`src/rtl/pwm_pkg.sv`:
```
// pwm_pkg: shared opcodes and default timing for the PWM duty controller.
package pwm_pkg;
   typedef enum logic [1:0] {OP_SET = 2'b00, OP_INC = 2'b01, OP_DEC = 2'b10, OP_RSV = 2'b11} op_e;
   localparam int PERIOD_DEF    = 10;
   localparam int DUTY_INIT_DEF = 5;
endpackage

```
`src/rtl/pwm_rr_arb.sv`:
```
// pwm_rr_arb: round-robin one-hot grant; pointer moves past the winner on every grant.
module pwm_rr_arb #(
   parameter  int N  = 2,
   localparam int PW = (N > 1) ? $clog2(N) : 1
) (
   input  logic         clk,
   input  logic         rst,
   input  logic [N-1:0] i_req,
   output logic [N-1:0] o_gnt
);
   logic [PW-1:0] r_ptr;
   logic [PW-1:0] w_nxt;
   // Scan from the far end back to the pointer so the closest requester wins last.
   always_comb begin
      o_gnt = '0;
      w_nxt = r_ptr;
      for (int k = N - 1; k >= 0; k--) begin
         if (i_req[(int'(r_ptr) + k) % N]) begin
            o_gnt = '0;
            o_gnt[(int'(r_ptr) + k) % N] = 1'b1;
            w_nxt = PW'((int'(r_ptr) + k + 1) % N);
         end
      end
   end
   always_ff @(posedge clk or posedge rst) begin
      if (rst) r_ptr <= '0;
      else     r_ptr <= w_nxt;
   end
endmodule

```
`src/rtl/pwm_duty_ctrl.sv`:
```
// pwm_duty_ctrl: multi-channel PWM with arbitrated duty commands; shadow duties
// commit to the active set only at the period wrap so no period is distorted.
module pwm_duty_ctrl import pwm_pkg::*; #(
   parameter  int NCH       = 4,
   parameter  int NREQ      = 2,
   parameter  int PERIOD    = PERIOD_DEF,
   parameter  int DUTY_W    = 4,
   parameter  int DUTY_INIT = DUTY_INIT_DEF,
   localparam int CHW       = (NCH > 1) ? $clog2(NCH) : 1
) (
   input  logic                   clk,
   input  logic                   rst,
   input  logic                   en,
   input  logic [NREQ-1:0]        req_valid,
   output logic [NREQ-1:0]        req_ready,
   input  logic [NREQ*CHW-1:0]    req_chan,
   input  logic [NREQ*2-1:0]      req_op,
   input  logic [NREQ*DUTY_W-1:0] req_val,
   output logic [NCH-1:0]         pwm_out,
   output logic [NCH*DUTY_W-1:0]  duty_active,
   output logic                   period_start,
   output logic                   cmd_err
);
   localparam logic [DUTY_W-1:0] LP_PER  = DUTY_W'(PERIOD);
   localparam logic [DUTY_W-1:0] LP_LAST = DUTY_W'(PERIOD - 1);
   localparam logic [DUTY_W-1:0] LP_INIT = DUTY_W'(DUTY_INIT);
   logic [DUTY_W-1:0]            r_cnt;
   logic [NCH-1:0][DUTY_W-1:0]   r_shadow;
   logic [NCH-1:0][DUTY_W-1:0]   r_active;
   logic                         r_err;
   logic [NCH-1:0][DUTY_W-1:0]   w_shadow_nxt;
   logic [NREQ-1:0]              w_gnt;
   logic [CHW-1:0]               w_chan;
   op_e                          w_op;
   logic [DUTY_W-1:0]            w_val;
   logic [DUTY_W-1:0]            w_cur;
   logic [DUTY_W-1:0]            w_upd;
   logic                         w_acc;
   logic                         w_load;
   pwm_rr_arb #(.N(NREQ)) u_arb (
      .clk   (clk),
      .rst   (rst),
      .i_req (req_valid),
      .o_gnt (w_gnt)
   );
   assign req_ready = w_gnt & {NREQ{~rst}};
   assign w_acc     = |req_ready;
   always_comb begin
      w_chan = '0;
      w_op   = OP_SET;
      w_val  = '0;
      for (int k = 0; k < NREQ; k++) begin
         if (w_gnt[k]) begin
            w_chan = req_chan[k*CHW +: CHW];
            w_op   = op_e'(req_op[k*2 +: 2]);
            w_val  = req_val[k*DUTY_W +: DUTY_W];
         end
      end
   end
   assign w_cur = r_shadow[w_chan];
   assign w_upd = (w_op == OP_SET) ? ((w_val > LP_PER) ? LP_PER : w_val) :
                  (w_op == OP_INC) ? ((w_cur >= LP_PER) ? LP_PER : w_cur + 1'b1) :
                  (w_op == OP_DEC) ? ((w_cur == '0) ? '0 : w_cur - 1'b1) : w_cur;
   always_comb begin
      w_shadow_nxt = r_shadow;
      if (w_acc && w_op != OP_RSV && int'(w_chan) < NCH) w_shadow_nxt[w_chan] = w_upd;
   end
   // While stopped the active set tracks the shadow so a restart uses fresh duties.
   assign w_load = !en || r_cnt == LP_LAST;
   always_ff @(posedge clk or posedge rst) begin
      if (rst) begin
         r_cnt    <= '0;
         r_shadow <= {NCH{LP_INIT}};
         r_active <= {NCH{LP_INIT}};
         r_err    <= 1'b0;
      end else begin
         r_cnt    <= w_load ? '0 : r_cnt + 1'b1;
         r_shadow <= w_shadow_nxt;
         r_err    <= w_acc && w_op == OP_RSV;
         if (w_load) r_active <= w_shadow_nxt;
      end
   end
   always_comb begin
      pwm_out = '0;
      for (int c = 0; c < NCH; c++) pwm_out[c] = en && !rst && (r_cnt < r_active[c]);
   end
   assign duty_active  = r_active;
   assign period_start = en && (r_cnt == '0);
   assign cmd_err      = r_err;
endmodule
```
`config.mk`:
```
export PLATFORM = sky130hd
export DESIGN_NAME = pwm_duty_ctrl
export DESIGN_NICKNAME = d
export VERILOG_FILES = /design/src/rtl/pwm_pkg.sv /design/src/rtl/pwm_rr_arb.sv /design/src/rtl/pwm_duty_ctrl.sv
export SDC_FILE = /design/constraint.sdc
export NUM_CORES = 1
export LEC_CHECK = 0
export ABC_AREA = 1
export CAP_MARGIN = 20
export CORE_ASPECT_RATIO = 1.25
export CORE_MARGIN = 1.5
export CORE_UTILIZATION = 55
export DETAILED_ROUTE_END_ITERATION = 6
export PLACE_DENSITY = 0.88
export SYNTH_ARGS = -nofsm -noshare
export SYNTH_HDL_FRONTEND = slang
export SYNTH_SLANG_ARGS = --single-unit
```
`constraint.sdc`:
```
create_clock -name clk -period 5.3 [get_ports clk]
set_input_delay 1.06 -clock clk [delete_from_list [all_inputs] [get_ports clk]]
set_output_delay 1.06 -clock clk [all_outputs]
set_load 0.01 [all_outputs]
```
**Word level (Yosys, flattened, before mapping)**

Index checks and enable logic that the tools add are counted.

- Input bits: 21
- Logic and storage cells: 87
- Output and inout port bits: 24
- Flip-flop bits (word level): 38

- Reduce and logical (&&, ||, !) cells: 19
- Bitwise operators: 3
- Eq/ne operators: 5
- Mux-type cells: 32
- $lt $le $gt $ge: 12
- $add $sub $neg: 5

Operators with widths:

| cell | number |
|---|---|
| 4-bit 2-to-1 mux | 11 |
| 16-bit bitwise mux | 1 |
| 4-bit less-than comparator | 4 |
| 16-bit 2-to-1 mux | 1 |
| 2-bit 2-to-1 mux | 6 |
| 1-bit logical AND | 11 |
| 1-bit 2-to-1 mux | 9 |
| 4-bit by 1-bit adder with 4-bit output, second input constant | 2 |
| 4-bit binary-select mux with 2-bit select | 1 |
| 4-bit demux with 2-bit select | 1 |
| 4-bit zero test | 2 |
| 2-bit by 3-bit less-than comparator with 1-bit output, second input constant | 2 |
| 2-bit equality test, second input constant | 2 |
| 4-bit equality test, second input constant | 1 |
| 2-bit by 1-bit >= comparator with 1-bit output, second input constant | 2 |
| 4-bit >= comparator, second input constant | 1 |
| 4-bit greater-than comparator, second input constant | 1 |
| 4-bit by 1-bit subtractor with 4-bit output, second input constant | 1 |
| 1-bit adder, second input constant | 2 |
| 2-bit bitwise AND | 1 |
| 1-bit demux with 1-bit select | 2 |
| 2-bit by 1-bit equality test with 1-bit output, second input constant | 1 |
| 1-bit zero test | 2 |
| 2-bit zero test | 1 |
| other kinds (8) | 8 |

**Depth between registers and ports, before layout**

Gate-level depths: netlist of run 1.

- Depth in word-level cells: 19
- Mapped depth: 20

**Cells and area by module**

From an unflattened synthesis of run 1, not the netlist that was laid out.

- Cell total of the unflattened synthesis: 348
- Area, all modules: 2637.5 sq um

Modules (own cells, without submodules):

| module | area an instance (sq um) | sequential area each (sq um) | cells each | instances |
|---|---|---|---|---|
| pwm_duty_ctrl | 2570.0 | 945.9 | 336 | 1 |
| pwm_rr_arb | 67.6 | 25.0 | 12 | 1 |

**Worst setup path after synthesis of run 1**

Ideal clock, no wire load.

- Path type: input to output
- Start point: input rst
- End point: output pwm_out[0]
- Stages: 3
- Arrival: 2750 ps
- Buffers on the path: 0
- Required time: 4240 ps
- Setup slack: 1490 ps
- Cell sequence: inv_1 -> nand2_1 -> a2111oi_0

- Longest elaborated chain between the ends: 3

RTL lines:

| element | RTL line | text |
|---|---|---|
| start: declaration | pwm_duty_ctrl.sv:12 | `input logic rst,` |
| 1-bit zero test (no line) | - |  |
| 1-bit logical AND (2 in series) | pwm_duty_ctrl.sv:85 | `for (int c = 0; c < NCH; c++) pwm_out[c] = en && !rst && (r_cnt < r_active[c]);` |
| end: declaration | pwm_duty_ctrl.sv:19 | `output logic [NCH-1:0] pwm_out,` |

Every way passes these cells.

**Worst setup path in the final report of run 1**

- Start point: input rst
- End point: output pwm_out[2]

Same word-level chain as after synthesis.

==> results of run 1 <==
cells in the final DEF (no fill, tap or decap), drive strengths merged, types with 2 or more instances in the layout:
cell,netlist,final
a2111oi,4,4
a21boi,5,5
a21oi,9,9
and2,8,8
clkbuf,2,6
clkdlybuf4s50,0,44
clkinv,1,2
dfrtp,22,22
dfstp,16,16
ha,19,19
inv,53,53
nand2,89,89
nand3,39,39
nand3b,2,2
nand4,4,4
nor2,24,24
o211a,4,4
o21ai,16,16
o22ai,2,2
or2,13,13
xnor2,2,2
xor2,2,2
power groups by stage:
| stage | Combinational, W | Clock [W] | Sequential (W) |
|---|---|---|---|
| 3_3_place_gp | 0.000584 | 0 | 0.000503 |
| 6_report | 0.000616 | 0.000209 | 0.000505 |
| 2_1_floorplan | 0.000391 | 0 | 0.000502 |
| 4_1_cts | 0.000617 | 0.000211 | 0.000503 |
| 3_5_place_dp | 0.000609 | 0 | 0.000505 |
| 5_1_grt | 0.000691 | 0.000222 | 0.000514 |
routing by layer:
layer / vias to the layer above / GRT usage
li1: 1186 / -
met1: 1127 / 0.319
met2: 70 / 0.471
met3: 12 / 0.0462
met4: 0 / 0.123
met5: - / 0
cell families (layout without fill, tap and decap cells):
family          after synthesis  after routing  share of synthesized area
xor+xnor                      4              4                     0.0133
compound gates               41             41                      0.113
buf+inv                      57            107                     0.0844
flops                        38             38                      0.370
fa+ha+maj                    19             19                     0.0906
simple gates                180            180                      0.329
through the flow:
stage	instance area [um^2]	total power, W	std cells	utilization	hold WS, ns
2_1_floorplan	2630	0.000893	339	-	0.478
3_3_place_gp	3130	0.00109	439	0.696	0.475
3_5_place_dp	3130	0.00111	439	0.696	0.485
4_1_cts	3220	0.00133	447	0.717	0.500
5_1_grt	3220	0.00143	447	0.717	0.512
6_report	3220	0.00133	447	0.717	0.496
critical path, cell delays in order:
cell	delay (ns)
sky130_fd_sc_hd__clkdlybuf4s50_1	0.45
sky130_fd_sc_hd__inv_1	0.14
sky130_fd_sc_hd__nand2_1	0.14
sky130_fd_sc_hd__a2111oi_0	0.54
sky130_fd_sc_hd__clkdlybuf4s50_1	0.65
flip-flops by register name, indices dropped and copies added (netlist names):
name and flops:
r_cnt 4, r_shadow 16, duty_active 16, cmd_err 1
u_arb.r_ptr 1
worst min-delay path by stage:
stage	cells after the start	slack (ns)	to	start
floorplan	2	0.48	duty_active[0]	duty_active[0]
global placement	2	0.47	duty_active[0]	duty_active[0]
detailed placement	2	0.48	duty_active[12]	duty_active[12]
CTS	2	0.50	duty_active[12]	duty_active[12]
global route	2	0.51	duty_active[4]	duty_active[4]
finish	2	0.50	duty_active[12]	duty_active[12]
area by class of cell:
type                    count  share of cell area
multi-input cells         244               0.445
flip-flops and latches     38               0.301
repair buffers             45               0.139
inverters                  54              0.0629
clock buffers               6              0.0256
well taps                  58              0.0225
clock inverters             2             0.00388
==> results.sh, run 1 <==
export IMPL_first_global_vias=2312
export IMPL_synth_enable_flop_cells=0
export IMPL_power_internal_w=0.000820
export IMPL_worst_skew_pair_late_latency_ns=0.29
export IMPL_synth_main_ff_cell="sky130_fd_sc_hd__dfrtp_1"
export IMPL_clk_transition_reported_paths_ns=0.08
export IMPL_final_seq_area_um2=971
export IMPL_cts_root_buf="sky130_fd_sc_hd__clkbuf_8"
export IMPL_cts_tree="built"
export IMPL_final_max_slew_violation_count=0
export IMPL_ys_seq_elements=38
export IMPL_finalCritPeriodShare=0.763
export IMPL_worst_endpoint_required_ns=4.24
export IMPL_drive_gt1_frac=0.175
export IMPL_p_comb_frac=0.464
export IMPL_cts_made_buffers=5
export IMPL_worst_r2r_endpoint="duty_active[1]"
export IMPL_detail_route_antenna_nets=0
export IMPL_layout_setup_ws_ns=1.26
export IMPL_rsz0062_at_grt="no"
export IMPL_timing_slew_headroom=0.406
export IMPL_highest_net_fanout_along_the_worst_path=4
export IMPL_finClkSkew_ns=0.0115
export IMPL_drt_first_pass_iters=4
export IMPL_detailroute_wirelength_met3_um=279
export IMPL_synthesis_instances=339
export IMPL_number_of_buffers_added_on_ports=44
export IMPL_cts_repair_resized=0
export IMPL_period_needed_ns=4.04
export IMPL_num_nets_final=428
export IMPL_detail_route_drc_violations=0
export IMPL_die_y_um=80.2
export IMPL_cp_startpoint="rst"
export IMPL_synth_area_per_cell_um2=7.74
export IMPL_fmaxAchievable_ghz=0.247
export IMPL_max_slew_worst_pin_slew_ns=0.889
export IMPL_cellLeakagePower_nw=1.61
export IMPL_endpoint="pwm_out[2]"
export IMPL_num_antenna_cells=0
export IMPL_synthDominantCellAreaShare=0.210
export IMPL_num_rows=27
export IMPL_synth_cells_most_frequent="sky130_fd_sc_hd__nand2_1, sky130_fd_sc_hd__inv_1, sky130_fd_sc_hd__nand3_1"
export IMPL_pre_cts_slack_ns=1.25
export IMPL_synthesis_yosys_warnings=0
export IMPL_worst_setup_path_end_kind="output pin"
export IMPL_post_cts_hold_buffers=0
export IMPL_nFillCells=359
export IMPL_grt_ovfl_total=0
export IMPL_vias=2395
export IMPL_syn_to_final_growth_pct=22.7
export IMPL_p_switching_w=0.000510
export IMPL_synth_lib_cells_used_distinct=35
export IMPL_critical_path_start_end_classification="input port to output pin"
export IMPL_fp_coreArea_mm2=0.00449
export IMPL_synth_net_count=379
export IMPL_postRouteWirelength_mm=6.33
export IMPL_io_pin_count=45
export IMPL_place_hpwl_mm=4.85
export IMPL_yosysMostFrequentCell="sky130_fd_sc_hd__nand2_1"
export IMPL_die_w_um=64.8
export IMPL_p_seq_frac=0.380
export IMPL_area_used_by_multi_input_combinational_logic_mm2=0.00143
export IMPL_cts_sinks=38
export IMPL_yosysSeqAreaShare=0.370
export IMPL_r2r_slack_ns=2.58
export IMPL_start_kind="input port"
export IMPL_antenna_found_initial=0
export IMPL_finalSetupViolations=0
export IMPL_drt_wirelength_per_cell_um=14.2
export IMPL_cts_htree_levels=2
export IMPL_detail_route_wirelength_met1_mm=2.68
export IMPL_timing_reg2reg_worst_path_depth=15
export IMPL_synthTopCellsByArea="sky130_fd_sc_hd__dfrtp_1, sky130_fd_sc_hd__dfstp_2, sky130_fd_sc_hd__nand2_1"
export IMPL_detail_route_iter0_violations=128
export IMPL_grt_max_degree=39
export IMPL_vdd_drop_max_mv=0.251
export IMPL_synth_async_reset_ratio=1.00
export IMPL_hp_class="flip-flop to flip-flop"
export IMPL_signal_arrival_time_at_the_worst_endpoint_ns=2.98
export IMPL_post_cts_setup_buffers=0
export IMPL_fin_tns_setup_ns=0
export IMPL_clock_network_fraction_of_design_power=0.157
export IMPL_gp_congestion=0.871
export IMPL_maxCapViolations=0
export IMPL_cts_path_max_buffers=2
export IMPL_grt_usage=0.269
export IMPL_wl_met2_mm=3.18
export IMPL_via_per_inst=5.36
export IMPL_power_switching_share=0.383
export IMPL_first_pass_grt_wire_length_mm=10.6
export IMPL_floorplan_initialDensity=0.584
export IMPL_netlist_area_before_placement_mm2=0.00263
export IMPL_result_of_the_run="finished clean"
export IMPL_synth_top_cell_by_area="sky130_fd_sc_hd__dfrtp_1"
export IMPL_highest_layer="met4"
export IMPL_timing_hold_violations_final=0
export IMPL_floorplan_die_area_mm2=0.00520
export IMPL_r2r_start="u_arb.r_ptr"
export IMPL_power_per_cell_area_mw_per_mm2=413
Power figures use the tool's default switching activity.
==> inputs of run 2 (changes only) <==
--- a/config.mk
+++ b/config.mk
@@ -9,9 +9,9 @@
 export CAP_MARGIN = 20
 export CORE_ASPECT_RATIO = 1.25
 export CORE_MARGIN = 1.5
-export CORE_UTILIZATION = 55
+export CORE_UTILIZATION = 53
 export DETAILED_ROUTE_END_ITERATION = 6
-export PLACE_DENSITY = 0.88
+export PLACE_DENSITY = 0.86
 export SYNTH_ARGS = -nofsm -noshare
 export SYNTH_HDL_FRONTEND = slang
 export SYNTH_SLANG_ARGS = --single-unit
==> constraint.sdc (replaced) <==
create_clock -name clk -period 4 [get_ports clk]
set_input_delay 0.8 -clock clk [delete_from_list [all_inputs] [get_ports clk]]
set_output_delay 0.8 -clock clk [all_outputs]
set_load 0.01 [all_outputs]
==> run 2 against run 1 <==
Clock power rose by 56%. First-iteration DRC count increased by 2.3%. Clock-buffer cell count is 1 lower. Register-to-register slack lost 1.1 ns. Sequential cell count did not move.
==> results.sh, run 2 (synthesis results as in run 1) <==
export IMPL_pre_cts_slack_ns=0.569
export IMPL_layout_commonest_cell="sky130_fd_sc_hd__nand2_1"
export IMPL_start_kind="input port"
export IMPL_die_w_um=65.9
export IMPL_gp_congestion=0.849
export IMPL_first_pass_grt_wire_length_mm=10.4
export IMPL_cts_path_max_buffers=2
export IMPL_fmaxAchievable_ghz=0.292
export IMPL_fin_hold_ws_ns=0.499
export IMPL_maxCapViolations=0
export IMPL_floorplan_die_area_mm2=0.00539
export IMPL_cts_htree_levels=2
export IMPL_post_cts_setup_buffers=0
export IMPL_worst_endpoint_required_ns=3.20
export IMPL_highest_net_fanout_along_the_worst_path=4
export IMPL_layout_setup_ws_ns=0.579
export IMPL_detail_route_drc_violations=0
export IMPL_r2r_start="u_arb.r_ptr"
export IMPL_vdd_drop_max_mv=0.338
export IMPL_die_y_um=81.7
export IMPL_timing_reg2reg_worst_path_depth=14
export IMPL_io_pin_count=45
export IMPL_detail_route_antenna_nets=0
export IMPL_timing_hold_violations_final=0
export IMPL_signal_arrival_time_at_the_worst_endpoint_ns=2.62
export IMPL_cts_sinks=38
export IMPL_worst_setup_path_end_kind="output pin"
export IMPL_grt_max_degree=39
export IMPL_vias=2341
export IMPL_final_max_slew_violation_count=0
export IMPL_most_frequent_cells_in_the_layout="sky130_fd_sc_hd__nand2_1, sky130_fd_sc_hd__inv_1, sky130_fd_sc_hd__clkdlybuf4s50_1"
export IMPL_num_nets_final=429
export IMPL_min_delay_path_depth=2
export IMPL_fp_coreArea_mm2=0.00476
export IMPL_antenna_found_initial=0
export IMPL_worst_skew_pair_late_latency_ns=0.30
export IMPL_clk_transition_reported_paths_ns=0.07
export IMPL_drive_gt1_frac=0.177
export IMPL_cts_root_buf="sky130_fd_sc_hd__clkbuf_8"
export IMPL_finalPower_w=0.00181
export IMPL_timing_slew_headroom=0.691
export IMPL_hp_class="flip-flop to flip-flop"
export IMPL_rsz0062_at_grt="no"
export IMPL_via_per_inst=5.20
export IMPL_cts_tree="built"
export IMPL_grt_ovfl_total=0
export IMPL_place_hpwl_mm=4.98
export IMPL_floorplan_initialDensity=0.551
export IMPL_post_cts_hold_buffers=0
export IMPL_result_of_the_run="finished clean"
export IMPL_postRouteWirelength_mm=6.32
export IMPL_finClkSkew_ns=0.00757
export IMPL_detail_route_iter0_violations=131
export IMPL_cellLeakagePower_nw=1.63
export IMPL_drt_first_pass_iters=4
export IMPL_worst_r2r_endpoint="r_shadow[13]"
export IMPL_drt_wirelength_per_cell_um=14.1
export IMPL_number_of_buffers_added_on_ports=44
export IMPL_finalCritPeriodShare=0.855
export IMPL_r2r_slack_ns=1.47
export IMPL_syn_to_final_growth_pct=23.6
export IMPL_fin_tns_setup_ns=0
export IMPL_period_needed_ns=3.42
export IMPL_num_rows=28
export IMPL_grt_usage=0.258
export IMPL_worstHoldEndpoint="duty_active[8]"
export IMPL_launch_instance_of_the_worst_min_delay_path="duty_active[8]"
export IMPL_max_slew_worst_pin_slew_ns=0.452
export IMPL_power_per_cell_area_mw_per_mm2=557
export IMPL_first_global_vias=2355
export IMPL_critical_path_start_end_classification="input port to output pin"
export IMPL_num_antenna_cells=0
export IMPL_finalSetupViolations=0
export IMPL_cts_repair_resized=0
export IMPL_cts_made_buffers=5
[run 2: cell types whose count changed in the layout (fill, tap and decap cells not counted), sizes merged]
| cell | change |
|---|---|
| clkinv | +1 |
| buf | +1 |
| bufinv | +1 |
| clkinvlp | -1 |
| clkbuf | -1 |
[run 2: final cells by class]
type	instances	area (um^2)
sequential	38	971
inverter	54	203
timing repair buffer	46	455
clock buffer	5	68.8
fill	399	1520
clock inverter	3	40.0
tap	60	75.1
multi-input combinational	244	1430
[run 2: where the power goes]
| group | leakage, nW | internal, W | total, W | switching [W] |
|---|---|---|---|---|
| Clock | 0.0579 | 0.000184 | 0.000326 | 0.000142 |
| Combinational | 1.13 | 0.000377 | 0.000809 | 0.000432 |
| Sequential | 0.433 | 0.000570 | 0.000674 | 0.000104 |
[run 2: critical path, stage by stage]
cell and delay, ns:
sky130_fd_sc_hd__clkdlybuf4s50_1 0.47, sky130_fd_sc_hd__inv_1 0.14, sky130_fd_sc_hd__nand2_1 0.13, sky130_fd_sc_hd__a2111oi_0 0.45, sky130_fd_sc_hd__clkdlybuf4s50_1 0.63
[run 2: through the flow]
stage | instances | utilization | instance area, um^2
floorplan | 339 | - | 2630
global placement | 442 | 0.658 | 3140
detailed placement | 442 | 0.658 | 3140
CTS | 450 | 0.681 | 3250
global route | 450 | 0.681 | 3250
finish | 450 | 0.681 | 3250
[run 2: worst max path at each step]
stage,start,end,slack [ns]
global route,rst,pwm_out[2],0.45
detailed placement,req_valid[1],r_shadow[5],0.57
global placement,rst,pwm_out[2],0.58
floorplan,rst,pwm_out[0],0.71
CTS,rst,pwm_out[2],0.58
finish,rst,pwm_out[2],0.58
[run 2: metal layers]
layer  share of wire  vias to the layer above  global-route usage
met5               0                        -                   0
met4           0.032                        0               0.131
met3           0.042                       17              0.0452
met2            0.51                       54               0.474
met1            0.41                     1079               0.283
li1                -                     1191                   -
